### src/rtl/cordic_vectoring.sv
// cordic_vectoring: iterative CORDIC in vectoring mode, one micro-rotation per clock.
// Converts a Cartesian vector (x,y) into a binary angle atan2(y,x) and a gain-corrected magnitude.
//
// state  | meaning
// -------+---------------------------------------------------------------
// IDLE   | in_ready high, waiting for a vector
// ITER   | one micro-rotation per clock, cnt = current iteration index
// SCALE  | multiply X by 1/K, register angle and magnitude
// OUT    | out_valid held with stable results until out_ready
module cordic_vectoring #(
  parameter int ITERATIONS = 30
) (
  input  logic        clk,
  input  logic        rst_n,
  input  logic        in_valid,
  output logic        in_ready,
  input  logic [31:0] x_in,
  input  logic [31:0] y_in,
  output logic        out_valid,
  input  logic        out_ready,
  output logic [31:0] angle_out,
  output logic [31:0] mag_out
);

  localparam logic [1:0] S_IDLE  = 2'd0;
  localparam logic [1:0] S_ITER  = 2'd1;
  localparam logic [1:0] S_SCALE = 2'd2;
  localparam logic [1:0] S_OUT   = 2'd3;

  localparam logic [4:0]  LAST_CNT = 5'(ITERATIONS - 1);
  localparam logic [31:0] INV_GAIN = 32'd1304065748;
  localparam logic [31:0] ANGLE_PI = 32'h8000_0000;

  // round(atan(2^-i) * 2^31 / pi): binary angle where 2^32 is a full turn
  localparam logic [31:0] ATAN [32] = '{
    32'd536870912, 32'd316933406, 32'd167458907, 32'd85004756,
    32'd42667331,  32'd21354465,  32'd10679838,  32'd5340245,
    32'd2670163,   32'd1335087,   32'd667544,    32'd333772,
    32'd166886,    32'd83443,     32'd41722,     32'd20861,
    32'd10430,     32'd5215,      32'd2608,      32'd1304,
    32'd652,       32'd326,       32'd163,       32'd81,
    32'd41,        32'd20,        32'd10,        32'd5,
    32'd3,         32'd1,         32'd1,         32'd0
  };

  logic [1:0]         state;
  logic [4:0]         cnt;
  logic signed [33:0] x_q;
  logic signed [33:0] y_q;
  logic [31:0]        z_q;
  logic               zero_q;

  logic signed [33:0] x_ext;
  logic signed [33:0] y_ext;
  logic signed [33:0] x_sh;
  logic signed [33:0] y_sh;
  logic [65:0]        prod;
  logic [31:0]        mag_next;

  assign x_ext = {{2{x_in[31]}}, x_in};
  assign y_ext = {{2{y_in[31]}}, y_in};
  assign x_sh  = x_q >>> cnt;
  assign y_sh  = y_q >>> cnt;

  // X is never negative after pre-rotation, so an unsigned product is exact
  assign prod     = {32'd0, x_q} * {34'd0, INV_GAIN};
  assign mag_next = 32'(prod >> 31);

  assign in_ready = (state == S_IDLE);

  always_ff @(posedge clk or negedge rst_n) begin
    if (!rst_n) begin
      state     <= S_IDLE;
      cnt       <= '0;
      x_q       <= '0;
      y_q       <= '0;
      z_q       <= '0;
      zero_q    <= 1'b0;
      out_valid <= 1'b0;
      angle_out <= '0;
      mag_out   <= '0;
    end else begin
      case (state)
        S_IDLE: begin
          if (in_valid) begin
            zero_q <= (x_in == 32'd0) && (y_in == 32'd0);
            cnt    <= '0;
            // Left half-plane: rotate by pi so the iterations only see |angle| <= pi/2
            if (x_in[31]) begin
              x_q <= -x_ext;
              y_q <= -y_ext;
              z_q <= ANGLE_PI;
            end else begin
              x_q <= x_ext;
              y_q <= y_ext;
              z_q <= '0;
            end
            state <= S_ITER;
          end
        end
        S_ITER: begin
          if (y_q[33]) begin
            x_q <= x_q - y_sh;
            y_q <= y_q + x_sh;
            z_q <= z_q - ATAN[cnt];
          end else begin
            x_q <= x_q + y_sh;
            y_q <= y_q - x_sh;
            z_q <= z_q + ATAN[cnt];
          end
          cnt <= cnt + 5'd1;
          if (cnt == LAST_CNT) begin
            state <= S_SCALE;
          end
        end
        S_SCALE: begin
          angle_out <= zero_q ? 32'd0 : z_q;
          mag_out   <= zero_q ? 32'd0 : mag_next;
          out_valid <= 1'b1;
          state     <= S_OUT;
        end
        S_OUT: begin
          if (out_ready) begin
            out_valid <= 1'b0;
            state     <= S_IDLE;
          end
        end
        default: state <= S_IDLE;
      endcase
    end
  end

endmodule

### config.mk
export PLATFORM = sky130hd
export DESIGN_NAME = cordic_vectoring
export DESIGN_NICKNAME = d
export VERILOG_FILES = /design/src/rtl/cordic_vectoring.sv
export SDC_FILE = /design/constraint.sdc
export NUM_CORES = 2
export LEC_CHECK = 0
export CAP_MARGIN = 30
export CORE_ASPECT_RATIO = 0.7
export CORE_UTILIZATION = 60
export CTS_BUF_LIST = sky130_fd_sc_hd__clkbuf_4
export CTS_CLUSTER_DIAMETER = 40
export DETAILED_ROUTE_END_ITERATION = 16
export HOLD_SLACK_MARGIN = 0.06
export PLACE_DENSITY = 0.78
export RECOVER_POWER = 25
export SLEW_MARGIN = 20
export SYNTH_ARGS = -nofsm -noshare
export SYNTH_HDL_FRONTEND = slang
export SYNTH_SLANG_ARGS = --single-unit
### constraint.sdc
create_clock -name clk -period 9.6 [get_ports clk]
set_input_delay 2.88 -clock clk [delete_from_list [all_inputs] [get_ports clk]]
set_output_delay 2.88 -clock clk [all_outputs]
set_load 0.05 [all_outputs]
==> flow_summary.ini <==
[worst_setup_path]
slowest_stage = dfrtp_1
r2r-end = mag_out[30]
cp_slowest_stage_delay_ns = 0.73
rr_worst_depth = 25
worst-path-buf-inv = 6
r2r_setup_slack_ns = 0.64
crit_type = register to register
critPathRequiredTime_ns = 10.30
cp_top_family = adder cells
cpMostUsedCell = fa_1
worstReg2RegStart = x_q[7]
worst_setup_path_end_kind = register
arrival_ns = 9.66
critPathLaunchType = register
worstPathMaxFanout = 13

[drt]
ant_nets = 0
wl_per_cell_um = 23.9
highest_layer = met4
wl_met2_um = 47600
drtPass1Iterations = 9
viasPerCell = 6.26
vias = 32400
drt-initial-drc-count = 3913
routed_wl_um = 123000
wl_met3_um = 17700
drc = 0
routedLengthMet1_um = 56000

[placement]
io_buffers = 133
gp_congestion = 1.05
dp_hpwl_um = 102000
place_ws_ns = 0.786

[synth]
synth_seq_cells = 173
synth_xor_xnor_area_share = 0.0561
synth-compound-area-share = 0.166
synth_simple_gate_area_share = 0.0962
synth_mux_area_frac = 0.0638
syn_avg_cell_area_um2 = 9.03
synth_flop_cell = dfrtp_1
synth_async_sr_flop_share = 1.00
synthAdderAreaFrac = 0.406
synth_seq_area_share = 0.112
ys_warn_count = 0
synth_top_family_by_area = adder cells
ys_types = 97
synth_area_mm2 = 0.0386
syn-num-nets = 5308
synth_edf_count = 0
syn_inst = 4280

[grt]
antenna_found_initial = 2
grt_max_degree = 82
gr-total-overflow = 0
grt_pass1_vias = 31400
grt_pass1_wl_um = 192000
grt_usage = 0.387

[timing]
period_share = 0.933
skew_ns = 0.0730
min_period_ns = 8.96
hold_viol_final = 0
tightest_slew_ns = 4.60
setup_slack_ns = 0.644
fmax_ghz = 0.112
setup-violations-final = 0
rsz0062_at_grt = no
slew_headroom = -2.07
tns_ns = 0
slew_violations = 139

[floorplanning]
io_pins = 134
coreArea_mm2 = 0.0634
rows = 77
die_x_um = 305
initial_core_util = 0.609
die_area_mm2 = 0.0654
die_h_um = 214

[status]
violations = capacitance limit, slew limit
outcome = finished, violations left

[flow_run]
maxCapViolCount = 2

[clocking]
clock_path_buffers = 2
h-tree-depth = 4
clk_pin_slew_worst_paths_ns = 0.18
cts_resized = 0
root_buffer = clkbuf_4
clock_sinks = 173
hold_buffers = 0
clock_latency_ns = 0.83
cts_inserted_buffers = 17
cts_tree = done
cts_setup_buffers = 0

[worst_hold_path]
min_to = z_q[0]
min_delay_path_depth = 2
min_path_type = register to register
min_from = z_q[0]

[layout]
syn_to_final_growth_pct = 6.37
fillers = 5292
multi_input_comb_area_mm2 = 0.0305
drive_above_1_share = 0.0512
area.sequential_mm2 = 0.00434
nets = 5352
-- sequential cells by signal (all words and copies together) (netlist names) --
| signal | flops |
|---|---|
| out_valid | 1 |
| cnt | 5 |
| y_q | 34 |
| state | 2 |
| x_q | 34 |
| mag_out | 32 |
| z_q | 32 |
| zero_q | 1 |
| angle_out | 32 |
-- cell usage after synthesis (all sizes together), types with 54 or more instances --
master | count | area (µm²)
a21o | 78 | 586
a21oi | 262 | 1310
a22o | 66 | 578
clkbuf | 118 | 443
dfrtp | 173 | 4330
fa | 491 | 9830
ha | 469 | 5870
inv | 834 | 3130
mux2i | 55 | 551
mux4 | 69 | 1550
nand2 | 241 | 907
nand3 | 54 | 270
nor2 | 203 | 762
o21ai | 198 | 991
xnor2 | 140 | 1230
xor2 | 105 | 920
-- worst register-to-register path, cell delays in order (launching register included) --
cell	delay (ns)
dfrtp_1	0.73
inv_1	0.36
fa_1	0.58
fa_1	0.52
inv_1	0.05
fa_1	0.51
inv_1	0.05
fa_1	0.47
inv_1	0.07
fa_1	0.51
fa_1	0.52
fa_1	0.54
inv_1	0.06
fa_1	0.49
inv_1	0.05
ha_1	0.36
and4_1	0.25
nand3_1	0.26
a211o_1	0.44
a21o_1	0.28
a2111o_1	0.56
a311oi_1	0.40
o211ai_1	0.18
a31oi_1	0.28
o21ai_0	0.12
a32o_1	0.26
-- cell usage in the layout (no fill, tap or decap), types with 10 or more instances in the layout --
cell / n
dfrtp_1: 167
o21bai_1: 13
clkbuf_4: 18
and3_1: 28
inv_1: 831
o31ai_1: 25
nor3_1: 46
nor2_1: 203
o22ai_1: 27
a21oi_1: 262
ha_1: 468
nand3_1: 54
o2111ai_1: 10
nand2b_1: 30
and2_1: 30
nor2b_1: 22
xnor2_1: 140
or3_1: 33
a21o_1: 78
clkdlybuf4s50_1: 131
a221oi_1: 12
fa_1: 491
o211ai_1: 32
a22oi_1: 11
a31oi_1: 50
o21a_1: 19
nand2_1: 240
mux2_2: 20
a22o_1: 66
xor2_1: 105
mux2i_1: 55
nand4_1: 15
buf_4: 54
a211oi_1: 43
mux4_2: 69
o21ai_0: 191
-- worst max-delay path by stage --
stage	start	end	slack, ns	cells after the start
2_1_floorplan	x_q[7]	mag_out[30]	2.10	25
3_3_place_gp	x_q[7]	mag_out[30]	0.92	25
3_5_place_dp	x_q[7]	mag_out[30]	0.79	25
4_1_cts	x_q[7]	mag_out[30]	0.76	25
5_1_grt	x_q[6]	mag_out[30]	0.27	25
6_report	x_q[7]	mag_out[30]	0.64	25
-- through the flow --
stage                     instances  hold WS (ns)  cell area (µm²)   util
after floorplan                4280         0.449            38600      -
after global placement         5132         0.461            40800  0.643
after detailed placement       5132         0.472            40800  0.643
after CTS                      5164         0.513            41100  0.648
after global routing           5167         0.548            41100  0.648
final                          5169         0.508            41100  0.648
-- layout make-up --
class,count,share of cell area
multi-input cells,3106,0.742
diodes,3,0.000183
inverters,836,0.0764
well taps,829,0.0252
clock buffers,17,0.00311
clock inverters,15,0.00472
flip-flops and latches,173,0.106
repair buffers,190,0.0426
-- cell families (layout without fill, tap and decap cells) --
logic type,count (synthesis),in the layout
buffers and inverters,1001,1058
AO/OA/AOI/OAI,975,975
adder cells (fa/ha/maj),960,960
AND/OR/NAND/NOR,770,770
XOR/XNOR,246,246
flip-flops,173,173
multiplexers,155,155
other,0,3
-- metal layers --
metal	up-vias	GRT usage
met5	-	0
met2	1763	0.503
met3	135	0.153
met1	15900	0.599
met4	0	0.0730
li1	14600	-
Power is left out: the tool's default activity adds up to more than one toggle a clock period on the data nets, which glitch-free logic cannot reach.
